**config.mk**
```make
export PLATFORM = sky130hd
export DESIGN_NAME = rtc_read_ctrl_flat
export DESIGN_NICKNAME = d
export VERILOG_FILES = /design/src/rtl/rtc_read_ctrl_if.sv /design/src/rtl/rtc_read_ctrl.sv /design/src/flat_wrapper.sv
export SDC_FILE = /design/constraint.sdc
export NUM_CORES = 1
export LEC_CHECK = 0
export ABC_AREA = 1
export BUFFER_PORTS_ARGS = -buffer_cell sky130_fd_sc_hd__buf_2
export CAP_MARGIN = 15
export CORE_AREA = 2 2 77 79
export DETAILED_ROUTE_END_ITERATION = 8
export DIE_AREA = 0 0 79 81
export PLACE_DENSITY_LB_ADDON = 0.05
export SLEW_MARGIN = 20
export SYNTH_ARGS = -nofsm -noshare
export SYNTH_HDL_FRONTEND = slang
export SYNTH_SLANG_ARGS = --single-unit
```
**constraint.sdc**
```tcl
create_clock -name clk -period 3.5 [get_ports clk]
set_input_delay 0 -clock clk [delete_from_list [all_inputs] [get_ports clk]]
set_output_delay 0 -clock clk [all_outputs]
set_load 0.005 [all_outputs]
```
**src/rtl/rtc_read_ctrl_if.sv**
```systemverilog
// ---------------------------------------------------------------------------
// rtc_read_ctrl_if
//   Pad-side bus of the external real-time-clock chip: active-low chip
//   select and strobes plus the multiplexed 8-bit address/data bus.
//
//   cs_n    chip select, active-low
//   rd_n    read strobe, active-low
//   wr_n    write (address) strobe, active-low
//   ad_sel  address/data select: 0 = address, 1 = data
//   ad_out  address byte driven towards the pad
//   ad_oe   pad output enable for ad_out
//   ad_in   data byte returned from the pad
//
//   master: the read controller.  slave: the RTC chip / pad model.
// ---------------------------------------------------------------------------
interface rtc_read_ctrl_if;
  logic       cs_n;
  logic       rd_n;
  logic       wr_n;
  logic       ad_sel;
  logic [7:0] ad_out;
  logic       ad_oe;
  logic [7:0] ad_in;

  modport master (
    output cs_n, rd_n, wr_n, ad_sel, ad_out, ad_oe,
    input  ad_in
  );

  modport slave (
    input  cs_n, rd_n, wr_n, ad_sel, ad_out, ad_oe,
    output ad_in
  );
endinterface

```
**src/rtl/rtc_read_ctrl.sv**
```systemverilog
// ---------------------------------------------------------------------------
// rtc_read_ctrl
//   Reads the six time/date registers (seconds, minutes, hours, day, month,
//   year) of the external RTC over its multiplexed address/data bus after a
//   start pulse, converts each BCD byte to binary and holds the results as
//   7-bit values for the display/compare logic.
//
//   Each register costs four bus phases of T_PHASE cycles each:
//   ADDR (address out, wr_n low), GAP1, DATA (rd_n low, sample ad_in on the
//   last cycle), GAP2.  A one-cycle DONE state follows the sixth register.
//
//   clk      system clock, rising edge
//   reset    asynchronous, active-high
//   start    one-cycle request, accepted only when idle
//   busy     high while the bus sequence runs
//   done     one-cycle pulse after the last register
//   err      sticky: a byte in this sequence was not valid BCD
//   bus      RTC pad bus (master side)
//   seg_sal, min_sal, hor_sal, dia_sal, mes_sal, an_sal
//            binary register values 0..99
// ---------------------------------------------------------------------------
module rtc_read_ctrl #(
  parameter int         T_PHASE   = 4,      // cycles per bus phase, 2..255
  parameter logic [7:0] ADDR_BASE = 8'h21   // address of the seconds register
) (
  input  logic                  clk,
  input  logic                  reset,
  input  logic                  start,
  output logic                  busy,
  output logic                  done,
  output logic                  err,
  rtc_read_ctrl_if.master       bus,
  output logic [6:0]            seg_sal,
  output logic [6:0]            min_sal,
  output logic [6:0]            hor_sal,
  output logic [6:0]            dia_sal,
  output logic [6:0]            mes_sal,
  output logic [6:0]            an_sal
);

  typedef enum logic [2:0] {
    IDLE,
    ADDR,
    GAP1,
    DATA,
    GAP2,
    DONE
  } state_t;

  localparam logic [7:0] PH_LAST  = 8'(T_PHASE - 1);
  localparam logic [2:0] IDX_LAST = 3'd5;   // year
  localparam logic [2:0] IDX_HOUR = 3'd2;

  state_t     state;
  state_t     state_nxt;
  logic [7:0] ph_cnt;
  logic [2:0] idx;
  logic       ph_end;
  logic       accept;
  logic       sample;

  // Bus outputs decoded from the state.
  logic       cs_n_c;
  logic       rd_n_c;
  logic       wr_n_c;
  logic       ad_sel_c;
  logic       ad_oe_c;
  logic [7:0] ad_out_c;

  // BCD conversion of the byte on the bus.
  logic [7:0] byte_m;
  logic [3:0] tens;
  logic [3:0] units;
  logic       bcd_ok;
  logic [6:0] bcd_val;

  assign ph_end = (ph_cnt == PH_LAST);
  assign accept = (state == IDLE) && start;
  assign sample = (state == DATA) && ph_end;

  // -------------------------------------------------------------------------
  // Next state and decoded outputs
  // -------------------------------------------------------------------------
  always_comb begin
    // NOTE: every signal driven here gets a default first, so no branch can
    // leave one unassigned and infer a latch.
    state_nxt = state;
    cs_n_c    = 1'b1;
    rd_n_c    = 1'b1;
    wr_n_c    = 1'b1;
    ad_sel_c  = 1'b0;
    ad_oe_c   = 1'b0;
    ad_out_c  = 8'h00;
    busy      = 1'b0;
    done      = 1'b0;

    case (state)
      IDLE: begin
        if (start) state_nxt = ADDR;
      end
      ADDR: begin
        cs_n_c   = 1'b0;
        wr_n_c   = 1'b0;
        ad_oe_c  = 1'b1;
        ad_out_c = ADDR_BASE + {5'd0, idx};
        busy     = 1'b1;
        if (ph_end) state_nxt = GAP1;
      end
      GAP1: begin
        busy = 1'b1;
        if (ph_end) state_nxt = DATA;
      end
      DATA: begin
        cs_n_c   = 1'b0;
        rd_n_c   = 1'b0;
        ad_sel_c = 1'b1;
        busy     = 1'b1;
        if (ph_end) state_nxt = GAP2;
      end
      GAP2: begin
        busy = 1'b1;
        if (ph_end) state_nxt = (idx == IDX_LAST) ? DONE : ADDR;
      end
      DONE: begin
        done      = 1'b1;
        state_nxt = IDLE;
      end
      default: state_nxt = IDLE;
    endcase
  end

  assign bus.cs_n   = cs_n_c;
  assign bus.rd_n   = rd_n_c;
  assign bus.wr_n   = wr_n_c;
  assign bus.ad_sel = ad_sel_c;
  assign bus.ad_oe  = ad_oe_c;
  assign bus.ad_out = ad_out_c;

  // -------------------------------------------------------------------------
  // BCD decode; the hours register carries 12/24 h flags in bits [7:6].
  // -------------------------------------------------------------------------
  always_comb begin
    byte_m = bus.ad_in;
    if (idx == IDX_HOUR) byte_m[7:6] = 2'b00;
    tens    = byte_m[7:4];
    units   = byte_m[3:0];
    bcd_ok  = (tens <= 4'd9) && (units <= 4'd9);
    bcd_val = 7'(tens) * 7'd10 + 7'(units);
  end

  // -------------------------------------------------------------------------
  // State, phase counter and register index
  // -------------------------------------------------------------------------
  always_ff @(posedge clk or posedge reset) begin
    if (reset) begin
      state  <= IDLE;
      ph_cnt <= 8'd0;
      idx    <= 3'd0;
    end else begin
      // NOTE: sequential state uses non-blocking assignments so every
      // register here sees the pre-edge values of the others.
      state <= state_nxt;

      // The counter restarts at every phase change and rests at 0 when idle.
      if (state_nxt != state) ph_cnt <= 8'd0;
      else if (busy)          ph_cnt <= ph_cnt + 8'd1;

      if (accept)
        idx <= 3'd0;
      else if ((state == GAP2) && ph_end && (idx != IDX_LAST))
        idx <= idx + 3'd1;
    end
  end

  // -------------------------------------------------------------------------
  // Error flag and converted values
  // -------------------------------------------------------------------------
  always_ff @(posedge clk or posedge reset) begin
    if (reset) begin
      // NOTE: the six values are individual flops, not a RAM, so they can
      // clear on reset like any other register.
      err     <= 1'b0;
      seg_sal <= 7'd0;
      min_sal <= 7'd0;
      hor_sal <= 7'd0;
      dia_sal <= 7'd0;
      mes_sal <= 7'd0;
      an_sal  <= 7'd0;
    end else begin
      if (accept)
        err <= 1'b0;
      else if (sample && !bcd_ok)
        err <= 1'b1;

      // An invalid byte leaves the previous value in place.
      if (sample && bcd_ok) begin
        case (idx)
          3'd0:    seg_sal <= bcd_val;
          3'd1:    min_sal <= bcd_val;
          3'd2:    hor_sal <= bcd_val;
          3'd3:    dia_sal <= bcd_val;
          3'd4:    mes_sal <= bcd_val;
          3'd5:    an_sal  <= bcd_val;
          default: ;
        endcase
      end
    end
  end

endmodule
```
**src/flat_wrapper.sv**
```systemverilog
// flat-port wrapper written by rule: the top's interface ports become plain ports
module rtc_read_ctrl_flat 
#(
  parameter int         T_PHASE   = 4,                                     
  parameter logic [7:0] ADDR_BASE = 8'h21                                     
)
  (clk, reset, start, busy, done, err, seg_sal, min_sal, hor_sal, dia_sal, mes_sal, an_sal, bus_cs_n, bus_rd_n, bus_wr_n, bus_ad_sel, bus_ad_out, bus_ad_oe, bus_ad_in);
  rtc_read_ctrl_if bus_i ();
  input  logic clk;
  input  logic reset;
  input  logic start;
  output logic busy;
  output logic done;
  output logic err;
  output logic [6:0] seg_sal;
  output logic [6:0] min_sal;
  output logic [6:0] hor_sal;
  output logic [6:0] dia_sal;
  output logic [6:0] mes_sal;
  output logic [6:0] an_sal;
  output wire logic [$bits(bus_i.cs_n)-1:0] bus_cs_n;
  output wire logic [$bits(bus_i.rd_n)-1:0] bus_rd_n;
  output wire logic [$bits(bus_i.wr_n)-1:0] bus_wr_n;
  output wire logic [$bits(bus_i.ad_sel)-1:0] bus_ad_sel;
  output wire logic [$bits(bus_i.ad_out)-1:0] bus_ad_out;
  output wire logic [$bits(bus_i.ad_oe)-1:0] bus_ad_oe;
  input wire logic [$bits(bus_i.ad_in)-1:0] bus_ad_in;
  assign bus_cs_n = bus_i.cs_n;
  assign bus_rd_n = bus_i.rd_n;
  assign bus_wr_n = bus_i.wr_n;
  assign bus_ad_sel = bus_i.ad_sel;
  assign bus_ad_out = bus_i.ad_out;
  assign bus_ad_oe = bus_i.ad_oe;
  assign bus_i.ad_in = bus_ad_in;
  rtc_read_ctrl #(.T_PHASE(T_PHASE), .ADDR_BASE(ADDR_BASE)) u_core (.clk(clk), .reset(reset), .start(start), .busy(busy), .done(done), .err(err), .bus(bus_i), .seg_sal(seg_sal), .min_sal(min_sal), .hor_sal(hor_sal), .dia_sal(dia_sal), .mes_sal(mes_sal), .an_sal(an_sal));
endmodule
```
==> flow_summary.yaml, run 1 <==
run_status:
  status: "finished clean"
timing:
  period_share_pct: 81.8
  relSlewSlack_pct: 62.6
  setup_tns_ns: 0
  tightest_slew_ns: 0.559
  fmax_ghz: 0.349
  finalWorstSetupSlack_ns: 0.637
  skew_ns: 0.00984
  grt_setup_unrepaired: "no"
  slew_violations: 0
  finalHoldViolCount: 0
  period_needed_ns: 2.86
  setup_viol: 0
worst_setup_path:
  critical_path_required_ns: 3.69
  endpoint_kind: "flip-flop"
  worstPathMaxFanout: 6
  path_class: "flip-flop to flip-flop"
  arrival_ns: 3.05
  startpoint_type: "flip-flop"
synth:
  ys_warn_count: 0
  ys_seq_area_share_pct: 49.2
  syn-cell-area_um2: 2900
  syn_area_per_cell_um2: 9.76
  synth_common_cells: "57 x dfrtp_1, 56 x nand2_1, 26 x inv_1"
  netlist_instances: 297
  synth-edff-count: 0
  synthFlopType: "dfrtp_1"
  synth.distinct_cells: 33
  synth_most_common_cell: "dfrtp_1"
  synthTopCellsByArea: "dfrtp_1 49%, nand2_1 7.3%, o21ai_2 5.7%"
  ys_async_sr_fraction_pct: 100
  synth.largest_area_cell: "dfrtp_1"
  synth_top_area_share_pct: 49.2
  synth.ff_latch_count: 57
cells_and_area:
  finalNetCount: 393
  final_core_utilization_pct: 60.2
  fill_cells: 532
  stdcell_count: 447
  syn_to_final_growth_pct: 17.9
  drive_gt1_share_pct: 36.0
  antenna_cells: 0
hold_path:
  hold_path.class: "input pin to flip-flop"
clocking:
  clkTransAtPathRegs_ns: 0.06
  root_buffer: "clkbuf_8"
  cts_tree: "built"
  numCtsBuffers: 9
  cts_buffer_depth: 2
  ctsResizeCount: 0
  ctsHtreeMaxLevel: 3
  cts_sinks: 57
  insertion_delay_ns: 0.33
pwr:
  leakagePower_nw: 1.86
  p_per_area_nw_per_um2: 387
  total_power_mw: 1.32
  ir_drop_uv: 235
flow_run:
  maxCapViolations: 0
drt:
  wire_per_inst_um: 12.5
  drc: 0
  drt-pass1-iter-count: 4
  postRouteAntennaNets: 0
  post_drt_via_cell_ratio: 4.87
  drtIter0Drc: 80
  via_count: 2176
  wl_mm: 5.58
floorplan:
  num_rows: 28
  initial_core_util_pct: 51.1
  die_height_um: 81
  die_x_um: 79
  die-area_um2: 6400
  core_area_um2: 5680
  pin_count: 69
grt:
  grt_pass1_wl_mm: 9.62
  antenna_found_initial: 0
  track_usage_pct: 19.8
  grt_pass1_vias: 2034
  met2_usage_pct: 32.0
  top_usage_layer: "met2"
  overflow: 0
  use_met3_pct: 5.89
  grtUsageMet1_pct: 25.4
  grt_max_degree: 36
place:
  place.gp.congestion: 0.799
  place_ws_ns: 0.616
  io_buffer_count: 65
  dpl.hpwl_mm: 4.15
  place_inst: 430
cell families after synthesis:
group	share of synthesized area [%]
DFF	49.2
xor gates and xnor gates	2.72
adders and majority gates	6.56
other	0.129
and+or+nand+nor	21.1
muxes	0.388
AOI/OAI and AO/OA	12.4
buffers and inverters	7.42
timing repair:
action                                  CTS  global route
buffers inserted                          0             0
endpoints found under the setup margin    0             0
hold buffers                              2             0
endpoints found under the hold margin    23             0
path summary, 6_finish.rpt:
kind                                   startpoint  slack (ns)                end  cells past startpoint
worst max-delay path                u_core.idx[0]        0.64  u_core.hor_sal[5]                     13
worst min-delay path                 bus_ad_in[0]        0.06  u_core.min_sal[0]                      3
worst max register to register      u_core.idx[0]        0.64  u_core.hor_sal[5]                     13
worst min register to register  u_core.min_sal[0]        0.48  u_core.min_sal[0]                      2
max in group asynchronous                   reset        2.45  u_core.mes_sal[5]                      4
min in group asynchronous                   reset        0.23   u_core.ph_cnt[5]                      3
registers in the layout, summed over array words and instances, names as in the netlist:
signal	cells
u_core.ph_cnt	8
u_core.min_sal	7
u_core.hor_sal	7
u_core.an_sal	7
u_core.dia_sal	7
u_core.err	1
u_core.idx	3
u_core.mes_sal	7
u_core.state	3
u_core.seg_sal	7
placed cells by master (no fill, tap or decap), types with 12 or more instances in the layout:
| cell | instances |
|---|---|
| o21ai_1 | 18 |
| nand2_2 | 16 |
| ha_1 | 12 |
| nor2_1 | 20 |
| nand2_1 | 56 |
| buf_2 | 65 |
| o21ai_2 | 19 |
| inv_1 | 25 |
| dfrtp_1 | 57 |
worst max-delay path, stage by stage (launching register included):
cell	delay [ns]
dfrtp_1	0.42
inv_1	0.11
ha_1	0.20
inv_1	0.09
nor2_4	0.05
nor2_1	0.19
ha_1	0.27
ha_1	0.31
inv_1	0.06
or2_2	0.28
nand2_1	0.07
nand2_1	0.06
xor2_1	0.46
o21ai_1	0.15
per-layer routing:
layer / vias up / part of all wire (%) / routed length [µm]
li1: 1098 / - / -
met1: 1014 / 46 / 2590
met2: 55 / 46 / 2590
met3: 9 / 5.6 / 315
met4: 0 / 1.6 / 89
met5: - / 0 / 0
per-stage QoR:
step	area (µm²)	hold WS (ns)
global placement	3240	0.0481
floorplan	2910	0.0861
global route	3420	0.0704
detailed placement	3240	0.0535
CTS	3420	0.0582
finish	3420	0.0584
cell type report:
class                      instances  area, µm²  share of cell area [%]
timing repair buffer              68        353                    10.3
inverter                          31        118                    3.44
clock inverter                     3       17.5                   0.512
clock buffer                      12        145                    4.25
sequential                        57       1430                    41.7
multi-input combinational        201       1260                    37.0
tap                               75       93.8                    2.75
where the power goes:
group / switching [mW] / leakage (nW) / internal [mW]
combinational: 0.0674 / 1.01 / 0.0411
sequential: 0.0118 / 0.765 / 0.677
clock: 0.254 / 0.0822 / 0.270
total: 0.333 / 1.86 / 0.988
(Power assumes the default switching activity.)
==> inputs of run 2 (changes only) <==
Settings changed: ABC_AREA 1 to 0, CORE_AREA 2 2 77 79 to 2 2 80 82, DIE_AREA 0 0 79 81 to 0 0 82 84.
Clock period 3.5 ns to 2.5 ns, I/O delays scaled along.
==> flow_summary.yaml, run 2 <==
floorplan:
  num_rows: 29
  initial_core_util_pct: 45.8
  die-area_um2: 6890
  die_x_um: 82
  die_height_um: 84
  core_area_um2: 6100
  pin_count: 69
timing:
  finalHoldViolCount: 0
  setup_viol: 0
  slew_violations: 0
  finalWorstSetupSlack_ns: 0.0540
  period_share_pct: 97.8
  grt_setup_unrepaired: "yes"
  period_needed_ns: 2.45
  tightest_slew_ns: 0.767
  relSlewSlack_pct: 48.5
  hold_ws_ns: 0.0682
  skew_ns: 0.00439
  fmax_ghz: 0.409
  setup_tns_ns: 0
cells_and_area:
  largest_register_ff_count: 8
  multi_input_area_um2: 1350
  drive_gt1_share_pct: 48.8
  fin_area_um2: 3620
  finalNetCount: 346
  antenna_cells: 0
  final_cell_mix: "65 x buf_2, 57 x dfrtp_1, 31 x mux2_2, 19 x buf_4, 15 x nor2_1"
  regMostFlops: "u_core.ph_cnt"
  regArea_um2: 1430
  syn_to_final_growth_pct: 29.7
  fill_cells: 545
  final_common_cell: "buf_2"
worst_setup_path:
  crit_chain: "inv_2, ha_4, nand2b_4, and2_4, ha_4, ha_4, fa_1, nand2_1, nor2_2, xnor2_2, mux2_4"
  cp_slowest_stage_delay_ns: 0.54
  startpoint: "u_core.idx[0]"
  timing.rr.end: "u_core.dia_sal[6]"
  r2r_cells: 11
  worstPathMaxFanout: 6
  crit_path_frequent_cell: "ha_4"
  path_class: "flip-flop to flip-flop"
  startpoint_type: "flip-flop"
  crit_end: "u_core.dia_sal[6]"
  cp_slowest_cell: "fa_1"
  r2r_slack_ns: 0.05
  critical_path_required_ns: 2.72
  r2r-start: "u_core.idx[0]"
  endpoint_kind: "flip-flop"
  arrival_ns: 2.67
place:
  place_ws_ns: -0.00651
  io_buffer_count: 65
  place.gp.congestion: 0.755
  placed_area_um2: 3390
  dpl.hpwl_mm: 4.59
clocking:
  cts_buffer_depth: 2
  root_buffer: "clkbuf_8"
  cts_tree: "built"
  ctsHtreeMaxLevel: 3
  insertion_delay_ns: 0.33
  clkTransAtPathRegs_ns: 0.07
  numCtsBuffers: 9
  post_cts_buffers: 0
  cts_sinks: 57
grt:
  overflow: 0
  grt_max_degree: 25
  antenna_found_initial: 0
  track_usage_pct: 19.8
  grt_pass1_wl_mm: 10.2
  grt_pass1_vias: 2029
pwr:
  total_power_mw: 2.64
  p_per_area_nw_per_um2: 729
  leakagePower_nw: 1.87
  ir_drop_uv: 498
hold_path:
  hold_path.class: "input pin to flip-flop"
drt:
  wire_per_inst_um: 15.5
  drt-pass1-iter-count: 4
  drc: 0
  postRouteAntennaNets: 0
  via_count: 2003
  wl_mm: 6.23
  post_drt_via_cell_ratio: 4.97
  drtIter0Drc: 50
synth:
  synth.ff_latch_count: 57
  synth.distinct_cells: 39
  ys_warn_count: 0
  synthFlopType: "dfrtp_1"
  syn-cell-area_um2: 2790
  synthTopCellsByArea: "dfrtp_1 51%, mux2_2 15%, ha_1 5.4%"
  synth-edff-count: 0
  synth.largest_area_cell: "dfrtp_1"
  ys_async_sr_fraction_pct: 100
  syn_area_per_cell_um2: 12.2
  synth_top_area_share_pct: 51.1
  ys_seq_area_share_pct: 51.1
  synth_most_common_cell: "dfrtp_1"
  synth_common_cells: "57 x dfrtp_1, 36 x mux2_2, 16 x nor2_1"
  netlist_instances: 229
run_status:
  status: "finished clean"
flow_run:
  maxCapViolations: 0
run 2: changes by cell type in the layout (fill, tap and decap cells not counted), moves of 5 or more:
cell and delta:
o21ai_1 -17, mux2i_1 +6, buf_4 +18, nand2_2 -15, nand3_1 -5, nor2_1 -5
nand2_1 -46, o21ai_0 -6, mux2_2 +30, mux2_4 +5, o21ai_2 -19, inv_1 -13
run 2: per-stage QoR:
stage                     cells  util [%]
after global routing        403      59.3
final                       403      59.3
after CTS                   403      58.8
after floorplan             231         -
after global placement      385      55.6
after detailed placement    385      55.6
run 2: cells by family after synthesis:
| logic type | Yosys count | synth area share (%) |
|---|---|---|
| DFF | 57 | 51.1 |
| and+or+nand+nor | 57 | 12.2 |
| muxes | 42 | 16.7 |
| AOI/OAI and AO/OA | 22 | 5.11 |
| buffers and inverters | 22 | 3.50 |
| adders and majority gates | 14 | 6.82 |
| xor gates and xnor gates | 14 | 4.40 |
| other | 1 | 0.134 |
run 2: how the worst min path moves through the flow:
stage          slack (ns)  cells past startpoint          from                end
2_1_floorplan        0.15                      1  bus_ad_in[0]  u_core.hor_sal[0]
6_report             0.07                      3         start         u_core.err
5_1_grt              0.09                      3         start         u_core.err
4_1_cts              0.06                      3         start         u_core.err
3_3_place_gp         0.07                      2         reset   u_core.an_sal[3]
3_5_place_dp         0.08                      2         reset   u_core.an_sal[3]
run 2: worst max-delay path, delay by kind of cell, from the launching register on:
kind                     cells  cell delay, ns
AND/OR/NAND/NOR              4            0.42
buffers and inverters        1            0.08
adder cells (fa/ha/maj)      4            1.05
multiplexers                 1            0.28
flip-flops                   1            0.39
XOR/XNOR                     1            0.11
run 2: layout make-up:
cell class	count	share of cell area (%)
repair buffers	87	14.0
flip-flops and latches	57	39.4
inverters	14	1.45
multi-input cells	152	37.4
clock inverters	6	1.18
clock buffers	10	3.80
well taps	77	2.66
run 2: repair_timing:
item                                    in CTS  in global routing
resized for setup                            0                  5
endpoints found under the hold margin       28                  0
hold buffers                                 2                  0
pin swaps                                    3                  7
endpoints found under the setup margin       6                 18
run 2: power by group:
part           internal [mW]  switching (mW)
clock network          0.387           0.397
registers               1.04          0.0845
logic                  0.343           0.390
run 2: routing by layer:
metal	wire length, µm	part of all wire [%]	global-route usage [%]
met1	2790	45	25.5
met2	3130	50	32.2
met3	219	3.5	3.90
met4	95	1.5	7.73
met5	0	0	0
==> inputs of run 3 (changes only) <==
Clock period 2.5 ns to 2.2 ns, I/O delays scaled along.
==> flow_summary.yaml, run 3 (synthesis gave the netlist of run 2 again) <==
drt:
  drc: 0
  drtIter0Drc: 65
  wire_per_inst_um: 15.7
  wl_mm: 6.64
  postRouteAntennaNets: 0
  via_count: 2124
  post_drt_via_cell_ratio: 5.01
  drt-pass1-iter-count: 4
floorplan:
  die_height_um: 84
  pin_count: 69
  die_x_um: 82
  core_area_um2: 6100
  num_rows: 29
  die-area_um2: 6890
  initial_core_util_pct: 45.8
cells_and_area:
  final_cell_mix: "65 x buf_2, 57 x dfrtp_1, 32 x buf_4, 24 x mux2_4, 15 x nor2_1"
  regMostFlops: "u_core.ph_cnt"
  antenna_cells: 0
  largest_register_ff_count: 8
  fill_cells: 504
  syn_to_final_growth_pct: 44.3
  final_common_cell: "buf_2"
  finalNetCount: 367
  stdcell_count: 424
  final_core_utilization_pct: 66.0
  drive_gt1_share_pct: 55.0
grt:
  grt_pass1_wl_mm: 10.8
  antenna_found_initial: 0
  grt_pass1_vias: 2142
  track_usage_pct: 21.0
  grt_max_degree: 22
  overflow: 0
clocking:
  insertion_delay_ns: 0.34
  cts_tree: "built"
  cts_buffer_depth: 2
  cts_sinks: 57
  numCtsBuffers: 9
  ctsHtreeMaxLevel: 3
  root_buffer: "clkbuf_8"
  clkTransAtPathRegs_ns: 0.07
place:
  place.gp.congestion: 0.791
  place_inst: 399
  io_buffer_count: 65
  dpl.hpwl_mm: 4.71
  place_ws_ns: -0.248
timing:
  fmax_ghz: 0.412
  finalHoldViolCount: 0
  finalWorstSetupSlack_ns: -0.226
  slew_violations: 0
  tightest_slew_ns: 0.760
  relSlewSlack_pct: 48.9
  period_needed_ns: 2.43
  skew_ns: 0.00639
  setup_viol: 25
  grt_setup_unrepaired: "yes"
  period_share_pct: 110
  hold_ws_ns: 0.0522
worst_setup_path:
  crit_path_frequent_cell: "ha_4"
  crit_family: "adder cells"
  path_buf_inv: 1
  crit_chain: "inv_2, ha_4, nand2b_4, and2_4, ha_4, ha_4, fa_1, xnor2_2, xnor2_4, mux2_4"
  endpoint_kind: "flip-flop"
  cp_slowest_cell: "fa_1"
  arrival_ns: 2.65
  r2r_slack_ns: -0.23
  critical_path_required_ns: 2.42
  path_class: "flip-flop to flip-flop"
  worstPathMaxFanout: 6
  startpoint_type: "flip-flop"
  cp_slowest_stage_delay_ns: 0.41
pwr:
  ir_drop_uv: 607
  leakagePower_nw: 2.07
  p_per_area_nw_per_um2: 830
run_status:
  status: "complete, but fails checks"
  violations: "setup timing"
flow_run:
  maxCapViolations: 0
hold_path:
  hold_path.class: "input pin to flip-flop"
[run 3: cell types whose count changed in the layout (fill, tap and decap cells not counted), moves of 3 or more]
cell	delta
mux2_2	-19
mux2_4	+19
buf_4	+13
buf_6	+6
xnor2_1	-4
nor2_2	-3
nor2_4	+3
[run 3: worst register-to-register path, cell delays in order (launching register included)]
cell	delay, ns
dfrtp_1	0.39
inv_2	0.08
ha_4	0.14
nand2b_4	0.06
and2_4	0.15
ha_4	0.21
ha_4	0.15
fa_1	0.41
xnor2_2	0.29
xnor2_4	0.15
mux2_4	0.28
[run 3: routing by layer]
metal  part of all wire (%)  wire [µm]  GRT usage (%)
met5                      0          0              0
met1                     43       2860           27.1
met2                     51       3360           33.4
met4                    1.7        111           8.18
met3                    4.7        312           5.19
[run 3: power by group]
| group | total [mW] | internal, mW | switching (mW) |
|---|---|---|---|
| registers | 1.25 | 1.18 | 0.0765 |
| logic | 0.994 | 0.494 | 0.500 |
| clock network | 1.09 | 0.637 | 0.457 |
| total | 3.34 | 2.31 | 1.03 |
[run 3: cell type report]
cell class	count	area, µm²	share of cell area [%]
clock buffers	9	124	3.08
clock inverters	7	93.8	2.33
inverters	14	52.6	1.31
multi-input cells	152	1520	37.7
flip-flops and latches	57	1430	35.4
well taps	77	96.3	2.39
repair buffers	108	713	17.7
[run 3: stage by stage]
step	instance area (µm²)	setup TNS [ns]	total power, mW
finish	4020	-3.28	3.34
global route	4020	-6.42	3.56
CTS	3940	-3.06	3.36
detailed placement	3630	-3.56	2.21
global placement	3630	-3.05	2.20
floorplan	2960	-3.92	1.84
[run 3: final timing paths]
check	start	end	cells past startpoint
max in group asynchronous	reset	u_core.ph_cnt[0]	4
hold reg to reg	u_core.dia_sal[3]	u_core.dia_sal[3]	1
setup reg to reg	u_core.idx[0]	u_core.hor_sal[6]	10
min in group asynchronous	reset	u_core.mes_sal[0]	3
setup / recovery	u_core.idx[0]	u_core.hor_sal[6]	10
hold / removal	start	u_core.err	3
[run 3: repair_timing]
action                                  in CTS  in global routing
resized for setup                           10                 11
pin swaps                                    4                  2
buffers inserted                             3                  4
endpoints found under the setup margin      30                 45
hold buffers                                 2                  0
hold endpoints to repair                    22                  0
